### src/rtl/fpadd_pkg.sv
// Shared constants and types for the floating-point adder and its request arbiter.
package fpadd_pkg;

  localparam int FP_WIDTH      = 32;
  localparam int FPADD_LATENCY = 3;

  typedef enum logic {
    REQ0 = 1'b0,
    REQ1 = 1'b1
  } req_id_t;

  typedef struct packed {
    logic    valid;
    req_id_t id;
  } tag_t;

endpackage

### src/rtl/fpadd_arbiter_if.sv
// Requester-side bus of the adder arbiter: two request channels and a shared response.
interface fpadd_arbiter_if
  import fpadd_pkg::*;
#(
  parameter int WIDTH = FP_WIDTH
);

  logic             req0_valid;
  logic [WIDTH-1:0] req0_a;
  logic [WIDTH-1:0] req0_b;
  logic             req0_ready;
  logic             req1_valid;
  logic [WIDTH-1:0] req1_a;
  logic [WIDTH-1:0] req1_b;
  logic             req1_ready;
  logic             resp0_valid;
  logic             resp1_valid;
  logic [WIDTH-1:0] resp_result;

  modport master (
    output req0_valid, req0_a, req0_b, req1_valid, req1_a, req1_b,
    input  req0_ready, req1_ready, resp0_valid, resp1_valid, resp_result
  );

  modport slave (
    input  req0_valid, req0_a, req0_b, req1_valid, req1_a, req1_b,
    output req0_ready, req1_ready, resp0_valid, resp1_valid, resp_result
  );

endinterface

### src/rtl/fpadd_tag_pipe.sv
// Fixed-depth shift register of {valid, id} tags with synchronous clear.
module fpadd_tag_pipe
  import fpadd_pkg::*;
#(
  parameter int DEPTH = FPADD_LATENCY + 1
) (
  input  logic clk,
  input  logic rst,
  input  tag_t tag_in,
  output tag_t tag_out
);

  for (genvar gi = 0; gi < DEPTH; gi++) begin : g_stage
    tag_t q_reg;
    tag_t q_next;

    if (gi == 0) begin : g_head
      assign q_next = tag_in;
    end else begin : g_tail
      assign q_next = g_stage[gi-1].q_reg;
    end

    always_ff @(posedge clk) begin
      if (rst) begin
        q_reg <= '0;
      end else begin
        q_reg <= q_next;
      end
    end
  end

  assign tag_out = g_stage[DEPTH-1].q_reg;

endmodule

### src/rtl/fpadd_arbiter.sv
// Round-robin sharing of one pipelined adder between two requesters; a matched
// tag line steers each sum back to its originator as a one-cycle pulse.
module fpadd_arbiter
  import fpadd_pkg::*;
#(
  parameter int WIDTH   = FP_WIDTH,
  parameter int LATENCY = FPADD_LATENCY
) (
  input  logic             clk,
  input  logic             rst,
  input  logic             en,
  fpadd_arbiter_if.slave   bus,
  output logic [WIDTH-1:0] add_a,
  output logic [WIDTH-1:0] add_b,
  input  logic [WIDTH-1:0] add_result,
  output logic [7:0]       done_count
);

  req_id_t          prio_reg;
  logic             grant0, grant1, both_valid;
  tag_t             tag_in, tag_out;
  logic [WIDTH-1:0] add_a_reg, add_b_reg, resp_result_reg;
  logic             resp0_reg, resp1_reg;
  logic [7:0]       done_count_reg;

  assign both_valid = bus.req0_valid & bus.req1_valid;
  assign grant0 = !rst & en & bus.req0_valid & (!bus.req1_valid | (prio_reg == REQ0));
  assign grant1 = !rst & en & bus.req1_valid & (!bus.req0_valid | (prio_reg == REQ1));
  assign tag_in = '{valid: grant0 | grant1, id: grant1 ? REQ1 : REQ0};

  // One extra stage beyond the adder latency lines the tag up with the registered response
  fpadd_tag_pipe #(.DEPTH(LATENCY + 1)) u_tag_pipe (
    .clk     (clk),
    .rst     (rst),
    .tag_in  (tag_in),
    .tag_out (tag_out)
  );

  always_ff @(posedge clk) begin
    if (rst) begin
      add_a_reg       <= '0;
      add_b_reg       <= '0;
      prio_reg        <= REQ0;
      resp0_reg       <= 1'b0;
      resp1_reg       <= 1'b0;
      resp_result_reg <= '0;
      done_count_reg  <= '0;
    end else begin
      if (grant0) begin
        add_a_reg <= bus.req0_a;
        add_b_reg <= bus.req0_b;
      end else if (grant1) begin
        add_a_reg <= bus.req1_a;
        add_b_reg <= bus.req1_b;
      end
      if (both_valid && (grant0 || grant1)) prio_reg <= grant0 ? REQ1 : REQ0;
      resp0_reg <= tag_out.valid && (tag_out.id == REQ0);
      resp1_reg <= tag_out.valid && (tag_out.id == REQ1);
      if (tag_out.valid) begin
        resp_result_reg <= add_result;
        done_count_reg  <= done_count_reg + 8'd1;
      end
    end
  end

  assign bus.req0_ready  = grant0;
  assign bus.req1_ready  = grant1;
  assign bus.resp0_valid = resp0_reg;
  assign bus.resp1_valid = resp1_reg;
  assign bus.resp_result = resp_result_reg;
  assign add_a           = add_a_reg;
  assign add_b           = add_b_reg;
  assign done_count      = done_count_reg;

endmodule

### src/flat_wrapper.sv
// flat-port wrapper written by rule: the top's interface ports become plain ports
module fpadd_arbiter_flat import fpadd_pkg::*;
#(
  parameter int WIDTH   = FP_WIDTH,
  parameter int LATENCY = FPADD_LATENCY
)
  (clk, rst, en, add_a, add_b, add_result, done_count, bus_req0_valid, bus_req0_a, bus_req0_b, bus_req1_valid, bus_req1_a, bus_req1_b, bus_req0_ready, bus_req1_ready, bus_resp0_valid, bus_resp1_valid, bus_resp_result);
  fpadd_arbiter_if #(.WIDTH(WIDTH)) bus_i ();
  input  logic clk;
  input  logic rst;
  input  logic en;
  output logic [WIDTH-1:0] add_a;
  output logic [WIDTH-1:0] add_b;
  input  logic [WIDTH-1:0] add_result;
  output logic [7:0] done_count;
  input wire logic [$bits(bus_i.req0_valid)-1:0] bus_req0_valid;
  input wire logic [$bits(bus_i.req0_a)-1:0] bus_req0_a;
  input wire logic [$bits(bus_i.req0_b)-1:0] bus_req0_b;
  input wire logic [$bits(bus_i.req1_valid)-1:0] bus_req1_valid;
  input wire logic [$bits(bus_i.req1_a)-1:0] bus_req1_a;
  input wire logic [$bits(bus_i.req1_b)-1:0] bus_req1_b;
  output wire logic [$bits(bus_i.req0_ready)-1:0] bus_req0_ready;
  output wire logic [$bits(bus_i.req1_ready)-1:0] bus_req1_ready;
  output wire logic [$bits(bus_i.resp0_valid)-1:0] bus_resp0_valid;
  output wire logic [$bits(bus_i.resp1_valid)-1:0] bus_resp1_valid;
  output wire logic [$bits(bus_i.resp_result)-1:0] bus_resp_result;
  assign bus_i.req0_valid = bus_req0_valid;
  assign bus_i.req0_a = bus_req0_a;
  assign bus_i.req0_b = bus_req0_b;
  assign bus_i.req1_valid = bus_req1_valid;
  assign bus_i.req1_a = bus_req1_a;
  assign bus_i.req1_b = bus_req1_b;
  assign bus_req0_ready = bus_i.req0_ready;
  assign bus_req1_ready = bus_i.req1_ready;
  assign bus_resp0_valid = bus_i.resp0_valid;
  assign bus_resp1_valid = bus_i.resp1_valid;
  assign bus_resp_result = bus_i.resp_result;
  fpadd_arbiter #(.WIDTH(WIDTH), .LATENCY(LATENCY)) u_core (.clk(clk), .rst(rst), .en(en), .bus(bus_i), .add_a(add_a), .add_b(add_b), .add_result(add_result), .done_count(done_count));
endmodule
### config.mk
export PLATFORM = sky130hd
export DESIGN_NAME = fpadd_arbiter_flat
export DESIGN_NICKNAME = d
export VERILOG_FILES = /design/src/rtl/fpadd_pkg.sv /design/src/rtl/fpadd_arbiter_if.sv /design/src/rtl/fpadd_tag_pipe.sv /design/src/rtl/fpadd_arbiter.sv /design/src/flat_wrapper.sv
export SDC_FILE = /design/constraint.sdc
export NUM_CORES = 1
export LEC_CHECK = 0
export ABC_CLOCK_PERIOD_IN_PS = 1540
export BUFFER_PORTS_ARGS = -buffer_cell sky130_fd_sc_hd__buf_2
export CELL_PAD_IN_SITES_DETAIL_PLACEMENT = 1
export CELL_PAD_IN_SITES_GLOBAL_PLACEMENT = 2
export CORE_ASPECT_RATIO = 0.9
export CORE_MARGIN = 2
export CORE_UTILIZATION = 26
export DETAILED_ROUTE_END_ITERATION = 16
export PLACE_DENSITY = 0.81
export SYNTH_ARGS = -nofsm -noshare
export SYNTH_HDL_FRONTEND = slang
export SYNTH_SLANG_ARGS = --single-unit
### constraint.sdc
create_clock -name clk -period 1.54 [get_ports clk]
set_clock_uncertainty 0.05 [all_clocks]
set_input_delay 0.154 -clock clk [delete_from_list [all_inputs] [get_ports clk]]
set_output_delay 0.154 -clock clk [all_outputs]
set_load 0.01 [all_outputs]
==> summary.md, run 1 <==
| Metric | Value |
|---|---|
| Die Span Y | `136 um` |
| DRC Markers | `0` |
| WS Path Type | `flop to output port` |
| Number of flops mapped to enable cells by yosys | `0` |
| CP max stage cell | `dfxtp_1` |
| Synth Area in Compound Gates | `0.0103` |
| Worst-path clk slew | `50 ps` |
| Fraction of the mapped netlist area in adder cells | `0.00250` |
| Tot Pwr | `0.00849 W` |
| Post-synthesis instance total | `449` |
| Min-Delay Path Class | `primary input to flop` |
| Final instance area | `8460 um^2` |
| Initial Util | `0.263` |
| Crit path capture type | `output port` |
| Setup repair bufs after CTS | `0` |
| Highest-count cells in the layout ignoring fill and taps | `271 x buf_2, 161 x mux2i_1, 132 x dlygate4sd3_1, 114 x dfxtp_1, 64 x nand2b_1` |
| Max-slew headroom | `0.702` |
| H-tree lvl count | `4` |
| Yosys warns | `0` |
| GRT Total Usage | `0.176` |
| Synthesized area | `5000 um^2` |
| Hold Fails Final Rpt | `0` |
| Dpl hpwl | `10,800 um` |
| Max IR drop VDD | `697 uV` |
| Leakage power | `3.98 nW` |
| Metal2 WL | `9610 um` |
| Total CTS buffers | `17` |
| Vias per std cell | `4.36` |
| Syn-to-layout area delta | `69.3%` |
| Nets@finish | `1,017` |
| Die span in x | `150 um` |
| Critical path launch point type | `flop` |
| Dpl cell area | `6540 um^2` |
| Pins over their slew limit | `0` |
| Die ar. | `20,400 um^2` |
| Drt pass-1 iters | `5` |
| Placer Congestion | `0.759` |
| CP max FO | `5` |
| IO buf count | `272` |
| Grt total ovfl | `0` |
| PD cells | `1000 nW/um^2` |
| TNS Setup | `0 ps` |
| Simple-gate area share of the yosys netlist | `0.138` |
| Sequential area share after synthesis | `0.461` |
| Period minus WS final | `1470 ps` |
| Netlist cell types | `25` |
| CP max stage delay | `330 ps` |
| Period utilization | `0.951` |
| Post-Synth XOR/XNOR Area | `0.00876` |
| CTS tree | `done` |
| Top routing layer in use | `met5` |
| Fill count | `2,172` |
| Syn Nets | `615` |
| Layout cells sized above 1 | `0.366` |
| Pin count of the biggest net entering global routing | `114` |
| Met1 WL | `6490 um` |
| Core area | `19,000 um^2` |
| Hold_ws | `8.65 ps` |
| Fmax | `682 MHz` |
| CTS Sinks | `115` |
| Global-route wire length before repair | `27,600 um` |
| Vias in the first global route | `5,566` |
| RSZ-0062 raised after global routing | `false` |
| Per-cell routed wire length | `16.2 um` |
| Fin util | `0.445` |
| Post-synthesis mux area share | `0.322` |
| Critical Path, Cell by Cell | `a21bo_4, nor2_4, buf_4` |
| Max-capacitance violation count | `0` |
| Final setup vio count | `0` |
| Via count | `4,862` |
| Worst EP required | `1340 ps` |
| Clock Latency Late Sink | `410 ps` |
| Max Root-Sink Buffers | `2` |
| Synth Register Bits | `115` |
| Main synth FF type | `dfxtp_1` |
| Initial antenna violation count | `2` |
| Async SR Flop Fraction | `0` |
| Initial drt markers | `94` |
| Root Buffer | `clkbuf_16` |
| CP arrival | `1260 ps` |
| Detailed Route WL | `18,000 um` |
| FP Rows | `48` |
| Final ANT Viol Nets | `0` |
| Status | `complete, no violations` |
| Met3 Wirelength | `1370 um` |
| Largest family of logic cells by synthesized area | `multiplexers` |
| Post-Syn Area per Cell | `11.1 um^2` |
| Worst-margin pin slew | `448 ps` |
| Num ports | `273` |
| Commonest non-fill, non-tap cell in the layout | `buf_2` |
## cell usage after synthesis (all sizes together) (3+ instances only)
master,number,share of area
a21oi,3,0.0030
buf,26,0.053
clkbuf,5,0.0038
dfxtp,115,0.46
mux2i,161,0.32
nand2,3,0.0023
nand2b,65,0.083
nand4,4,0.0050
nor2,43,0.033
nor2b,6,0.0075
o21ai,4,0.0040
or3,3,0.0038
xor2,4,0.0070
## routing by layer
metal | global-route usage | vias up
met3 | 0.0663 | 41
met1 | 0.166 | 2286
met2 | 0.336 | 193
met4 | 0.0781 | 2
li1 | - | 2340
met5 | 0 | -
## final timing paths
path	from	end	slack [ps]	depth (start not counted)
setup reg to reg	u_core.prio_reg$_SDFFE_PP0P_	u_core.add_a[30]$_SDFFE_PP0P_	90	4
hold reg to reg	u_core.u_tag_pipe.tag_out[0]$_SDFF_PP0_	u_core.bus.resp0_valid$_SDFF_PP0_	370	1
hold / removal	bus_req0_b[25]	u_core.add_b[25]$_SDFFE_PP0P_	9	3
setup / recovery	u_core.prio_reg$_SDFFE_PP0P_	bus_req0_ready	70	3
## through the flow
step                instances  setup WS (ps)
finish                   1115           74.7
floorplan                 449            291
CTS                      1113           24.8
global route             1115           3.15
detailed placement        950            144
global placement          950            240
## critical path: cells and delay by family, from the launching register on
kind | cells | cell delay (ps)
buffers and inverters | 1 | 140
AO/OA/AOI/OAI | 1 | 260
AND/OR/NAND/NOR | 1 | 120
flip-flops | 1 | 330
## logic make-up after synthesis
logic type	after synthesis
compound gates	8
xor+xnor	5
fa+ha+maj	1
buf+inv	32
flops	115
mux	161
simple gates	127
## layout make-up
| class | count | area [um^2] | share of cell area |
|---|---|---|---|
| timing repair buffer | 414 | 2820 | 0.334 |
| clock buffer | 20 | 437 | 0.0516 |
| multi-input combinational | 302 | 2420 | 0.286 |
| antenna | 1 | 2.50 | 0.000296 |
| clock inverter | 12 | 158 | 0.0186 |
| sequential | 115 | 2300 | 0.272 |
| tap | 250 | 313 | 0.0370 |
| inverter | 1 | 3.75 | 0.000444 |
## where the power goes
part           leakage, nW  switching [W]  internal (W)  total, W
Combinational         2.76       0.000556      0.000728   0.00128
Clock                0.281        0.00144       0.00255   0.00399
Sequential           0.940      0.0000886       0.00314   0.00322
Total                 3.98        0.00208       0.00641   0.00849
## timing repair
action | CTS | global route
hold buffers | 131 | 1
endpoints found under the setup margin | 1 | 0
endpoints found under the hold margin | 86 | 1
gates resized for setup | 3 | 0
Power figures use the tool's default switching activity.
==> run 2: changes to the inputs <==
HOLD_SLACK_MARGIN = 0.06   (was default)
==> summary.md, run 2 (synthesis results as in run 1) <==
| Metric | Value |
|---|---|
| Place WS | `144 ps (unchanged)` |
| Commonest non-fill, non-tap cell in the layout | `buf_2` |
| Fmax | `679 MHz (-0.45%)` |
| CP max FO | `5 (unchanged)` |
| Dpl hpwl | `10,800 um (unchanged)` |
| Vias per std cell | `4.35 (-0.17%)` |
| Final setup vio count | `0 (unchanged)` |
| CP arrival | `1270 ps (about the same)` |
| Initial antenna violation count | `1 (-1)` |
| Setup WS post-layout | `68.0 ps (-6.69 ps)` |
| Via count | `4,980 (+2.4%)` |
| GRT Total Usage | `0.184 (+0.00850)` |
| Max-slew headroom | `0.678 (-0.0239)` |
| Drt pass-1 iters | `5 (unchanged)` |
| Syn-to-layout area delta | `75.5%` |
| Clock Latency Late Sink | `410 ps (about the same)` |
| Die Span Y | `136 um (unchanged)` |
| CP max stage cell | `dfxtp_1` |
| Final ANT Viol Nets | `0 (unchanged)` |
| PD cells | `976 nW/um^2 (-2.8%)` |
| Final instance area | `8770 um^2 (+3.7%)` |
| H-tree lvl count | `4 (unchanged)` |
| Worst path depth | `3 (unchanged)` |
| Per-cell routed wire length | `16.4 um (+1.4%)` |
| RSZ-0062 raised after global routing | `true` |
| Nets@finish | `1,047 (+2.9%)` |
| Max Root-Sink Buffers | `2 (unchanged)` |
| FP Rows | `48 (unchanged)` |
| Crit path capture type | `output port` |
| CP max stage delay | `330 ps (about the same)` |
| Period minus WS final | `1470 ps (+6.69 ps)` |
| Max-capacitance violation count | `0 (unchanged)` |
| Pin count of the biggest net entering global routing | `114 (unchanged)` |
| Status | `complete, no violations` |
| Global-route wire length before repair | `28,900 um (+4.7%)` |
| WS Path Type | `flop to output port` |
| CTS Sinks | `115 (unchanged)` |
| Max IR drop VDD | `694 uV (-0.35%)` |
| R2R depth | `4 (unchanged)` |
| Layout cells sized above 1 | `0.355 (-0.0112)` |
| Critical Path, Cell by Cell | `a21bo_4, nor2_4, buf_4` |
| Num ports | `273 (unchanged)` |
| Core area | `19,000 um^2 (unchanged)` |
| Highest-count cells in the layout ignoring fill and taps | `271 x buf_2, 162 x dlygate4sd3_1, 160 x mux2i_1, 114 x dfxtp_1, 64 x nand2b_1` |
| Cell Count Post-Placement | `950 (unchanged)` |
| IO buf count | `272 (unchanged)` |
| Critical Path Sink | `bus_req0_ready` |
| CTS tree | `done` |
| Period utilization | `0.956 (+0.00434)` |
| Final Non-Filler Cells | `1,144 (+2.6%)` |
| FF-to-FF Start | `u_core.prio_reg$_SDFFE_PP0P_` |
| Vias in the first global route | `5,829 (+4.7%)` |
| Die ar. | `20,400 um^2 (unchanged)` |
| Initial Util | `0.263 (unchanged)` |
| Worst-path clk slew | `50 ps (about the same)` |
| Pins over their slew limit | `0 (unchanged)` |
| Dpl cell area | `6540 um^2 (unchanged)` |
| Detailed Route WL | `18,700 um (+4.0%)` |
| # diodes | `0 (-1)` |
| Placer Congestion | `0.759 (unchanged)` |
| Leakage power | `4.11 nW (+3.2%)` |
| Initial drt markers | `96 (+2.1%)` |
| Tot Pwr | `0.00856 W (+0.75%)` |
| CP delay by family, top | `flip-flops` |
| Total CTS buffers | `17 (unchanged)` |
| Hold Fails Final Rpt | `0 (unchanged)` |
| Grt total ovfl | `0 (unchanged)` |
| Min-Delay Path Class | `primary input to flop` |
| Endpoint of the worst register-to-register path | `u_core.add_b[12]$_SDFFE_PP0P_` |
| Worst EP required | `1340 ps (about the same)` |
| Reg2reg setup slack | `90 ps (about the same)` |
| Worst-margin pin slew | `483 ps (+35.9 ps)` |
| CP bufs+invs | `1 (unchanged)` |
| Die span in x | `150 um (unchanged)` |
| CP startpoint | `u_core.prio_reg$_SDFFE_PP0P_` |
| Root Buffer | `clkbuf_16` |
| TNS Setup | `0 ps (unchanged)` |
| DRC Markers | `0 (unchanged)` |
| Critical path launch point type | `flop` |
-- run 2: cell types whose count changed in the layout (fill, tap and decap cells not counted), sizes merged --
cell,before,now
diode,1,0
dlygate4sd3,132,162
-- run 2: worst min-delay path by stage --
stage                   start                                       to  slack, ps  cells after the start
3_5_place_dp    add_result[4]   u_core.bus.resp_result[4]$_SDFFE_PP0P_        350                      3
6_report       bus_req1_valid             u_core.prio_reg$_SDFFE_PP0P_        140                      4
4_1_cts        bus_req1_valid             u_core.prio_reg$_SDFFE_PP0P_        120                      4
5_1_grt        bus_req1_valid             u_core.prio_reg$_SDFFE_PP0P_        160                      4
2_1_floorplan  add_result[10]  u_core.bus.resp_result[10]$_SDFFE_PP0P_        250                      2
3_3_place_gp    add_result[3]   u_core.bus.resp_result[3]$_SDFFE_PP0P_        340                      3
-- run 2: routing by layer --
| metal | global-route usage | vias to the layer above | part of all wire |
|---|---|---|---|
| met5 | 0 | - | 0.00085 |
| met4 | 0.0917 | 2 | 0.035 |
| met3 | 0.0694 | 58 | 0.079 |
| met2 | 0.350 | 214 | 0.53 |
| met1 | 0.172 | 2310 | 0.35 |
| li1 | - | 2396 | - |
-- run 2: through the flow --
step                hold slack [ps]  utilization
floorplan                       251            -
global placement                340        0.343
detailed placement              352        0.343
CTS                             117        0.460
global route                    161        0.461
finish                          137        0.461
-- run 2: cell type report --
cell class | instances | area (um^2)
multi-input combinational | 302 | 2430
clock inverter | 12 | 158
tap | 250 | 313
fill | 2169 | 10300
sequential | 115 | 2300
inverter | 1 | 3.75
timing repair buffer | 444 | 3130
clock buffer | 20 | 437
-- run 2: what timing repair did --
| action | in CTS | in global routing |
|---|---|---|
| pin swaps | 0 | 0 |
| hold buffers | 162 | 0 |
| endpoints found under the hold margin | 97 | 0 |
| endpoints found under the setup margin | 1 | 1 |
| setup buffers | 0 | 0 |
| resized for setup | 3 | 2 |
-- run 2: worst min-delay path: cells and delay by family --
family / cells / cell delay, ps
simple gates: 2 / 190
buf+inv: 1 / 130
xor+xnor: 1 / 70
-- run 2: power breakdown --
part	switching, W	leakage, nW	internal, W	total [W]
sequential	0.0000901	0.940	0.00314	0.00323
combinational	0.000576	2.89	0.000781	0.00136
clock	0.00143	0.281	0.00255	0.00398
==> run 3: changes to the inputs <==
==> constraint.sdc (replaced) <==
create_clock -name clk -period 1.54 [get_ports clk]
set_clock_uncertainty 0.05 [all_clocks]
set_input_delay 0.231 -clock clk [delete_from_list [all_inputs] [get_ports clk]]
set_output_delay 0.231 -clock clk [all_outputs]
set_load 0.01 [all_outputs]
==> summary.md, run 3 (synthesis results as in run 1) <==
| Metric | Value |
|---|---|
| Status | `complete, no violations` |
| Initial Util | `0.263 (unchanged)` |
| Critical path launch point type | `flop` |
| GRT Total Usage | `0.154 (-0.0307)` |
| Root Buffer | `clkbuf_16` |
| CP max FO | `3 (-2)` |
| Hold Fails Final Rpt | `0 (unchanged)` |
| CP arrival | `1210 ps (-60 ps)` |
| Total CTS buffers | `17 (unchanged)` |
| IO buf count | `272 (unchanged)` |
| Tot Pwr | `0.00859 W (+0.41%)` |
| RSZ-0062 raised after global routing | `true` |
| Vias in the first global route | `4,930 (-15%)` |
| Worst-margin pin slew | `434 ps (-49.1 ps)` |
| CP max stage delay | `340 ps (about the same)` |
| Max-slew headroom | `0.710 (+0.0328)` |
| CP delay by family, top | `flip-flops` |
| Final Non-Filler Cells | `1,075 (-6.0%)` |
| Cell Count Post-Placement | `950 (unchanged)` |
| Per-cell routed wire length | `14.8 um (-9.4%)` |
| PD cells | `1060 nW/um^2 (+8.3%)` |
| Final ANT Viol Nets | `0 (unchanged)` |
| Drt pass-1 iters | `4 (-1)` |
| Initial drt markers | `77 (-20%)` |
| Critical Path, Cell by Cell | `a21bo_4, nor2_4, buf_6` |
| CP max stage cell | `dfxtp_1` |
| Core area | `19,000 um^2 (unchanged)` |
| Highest-count cells in the layout ignoring fill and taps | `271 x buf_2, 161 x mux2i_1, 114 x dfxtp_1, 90 x dlygate4sd3_1, 64 x nand2b_1` |
| FP Rows | `48 (unchanged)` |
| Global-route wire length before repair | `24,400 um (-15%)` |
| Dpl hpwl | `10,800 um (about the same)` |
| DRC Markers | `0 (unchanged)` |
| # diodes | `0 (unchanged)` |
| Min-Delay Path Class | `primary input to flop` |
| Pins over their slew limit | `0 (unchanged)` |
| CTS tree | `done` |
| Commonest non-fill, non-tap cell in the layout | `buf_2` |
| Worst-path clk slew | `50 ps (about the same)` |
| WS Path Type | `flop to output port` |
| Max IR drop VDD | `663 uV (-4.5%)` |
| Initial antenna violation count | `1 (unchanged)` |
| Crit path capture type | `output port` |
| Grt total ovfl | `0 (unchanged)` |
| Detailed Route WL | `16,000 um (-15%)` |
| CP bufs+invs | `1 (unchanged)` |
| Clock Latency Late Sink | `400 ps (about the same)` |
| Pin count of the biggest net entering global routing | `114 (unchanged)` |
| Die span in x | `150 um (unchanged)` |
| Layout cells sized above 1 | `0.390 (+0.0357)` |
| Via count | `4,569 (-8.3%)` |
| Num ports | `273 (unchanged)` |
| Period minus WS final | `1490 ps (+15.1 ps)` |
| Nets@finish | `978 (-6.6%)` |
| H-tree lvl count | `4 (unchanged)` |
| Placer Congestion | `0.731 (-3.7%)` |
| Final setup vio count | `0 (unchanged)` |
| Syn-to-layout area delta | `62.7%` |
| Period utilization | `0.966 (+0.00979)` |
| Leakage power | `3.85 nW (-6.2%)` |
| Die ar. | `20,400 um^2 (unchanged)` |
| Max-capacitance violation count | `0 (unchanged)` |
| Vias per std cell | `4.25 (-2.4%)` |
| Max Root-Sink Buffers | `2 (unchanged)` |
| Fmax | `672 MHz (-1.0%)` |
| Worst EP required | `1260 ps (-80 ps)` |
| Die Span Y | `136 um (unchanged)` |
| CTS Sinks | `115 (unchanged)` |
| Fill count | `2,139 (-1.4%)` |
## run 3: path summary, 6_finish.rpt
kind,startpoint,endpoint,slack (ps),cells after the start
worst max-delay path,u_core.prio_reg$_SDFFE_PP0P_,bus_req0_ready,50,3
worst min-delay path,bus_req0_a[31],u_core.add_a[31]$_SDFFE_PP0P_,70,3
worst max register to register,u_core.prio_reg$_SDFFE_PP0P_,u_core.add_b[21]$_SDFFE_PP0P_,100,5
worst min register to register,u_core.u_tag_pipe.tag_out[0]$_SDFF_PP0_,u_core.bus.resp0_valid$_SDFF_PP0_,370,1
## run 3: cell type report
type | count | area (um^2) | area share
multi-input combinational | 302 | 2420 | 0.298
clock buffer | 18 | 439 | 0.0540
timing repair buffer | 375 | 2460 | 0.303
inverter | 1 | 3.75 | 0.000462
tap | 250 | 313 | 0.0385
clock inverter | 14 | 185 | 0.0228
sequential | 115 | 2300 | 0.283
## run 3: through the flow
step | hold WS, ps | TNS, ps | cell area [um^2] | setup WS, ps | utilization
final | 73.9 | 0 | 8130 | 53.0 | 0.427
after global routing | 60.5 | -9.43 | 8130 | -5.08 | 0.427
after global placement | 352 | 0 | 6540 | 164 | 0.343
after CTS | 60.9 | 0 | 8090 | 19.4 | 0.425
after detailed placement | 360 | 0 | 6540 | 98.0 | 0.343
after floorplan | 328 | 0 | 5000 | 264 | -
## run 3: per-layer routing
metal  track usage  vias up  part of all wire
met5             0        -           0.00081
met4        0.0519        2             0.015
met3        0.0620       21             0.086
met2         0.285      180              0.52
met1         0.156     2114              0.38
li1              -     2252                 -
## run 3: what timing repair did
action | 4_1_cts | 5_1_grt
pin swaps | 1 | 0
setup endpoints to repair | 1 | 15
endpoints found under the hold margin | 67 | 0
setup buffers | 2 | 0
gates cloned | 0 | 1
resized for setup | 4 | 5
hold buffers | 90 | 0
## run 3: where the power goes
part / switching, W / internal, W
registers: 0.0000813 / 0.00313
logic: 0.000518 / 0.000675
clock network: 0.00144 / 0.00274
total: 0.00204 / 0.00655
## run 3: tightest hold or removal path, cell delays in order
cell and delay (ps):
buf_2 70, mux2i_1 60, mux2i_1 120
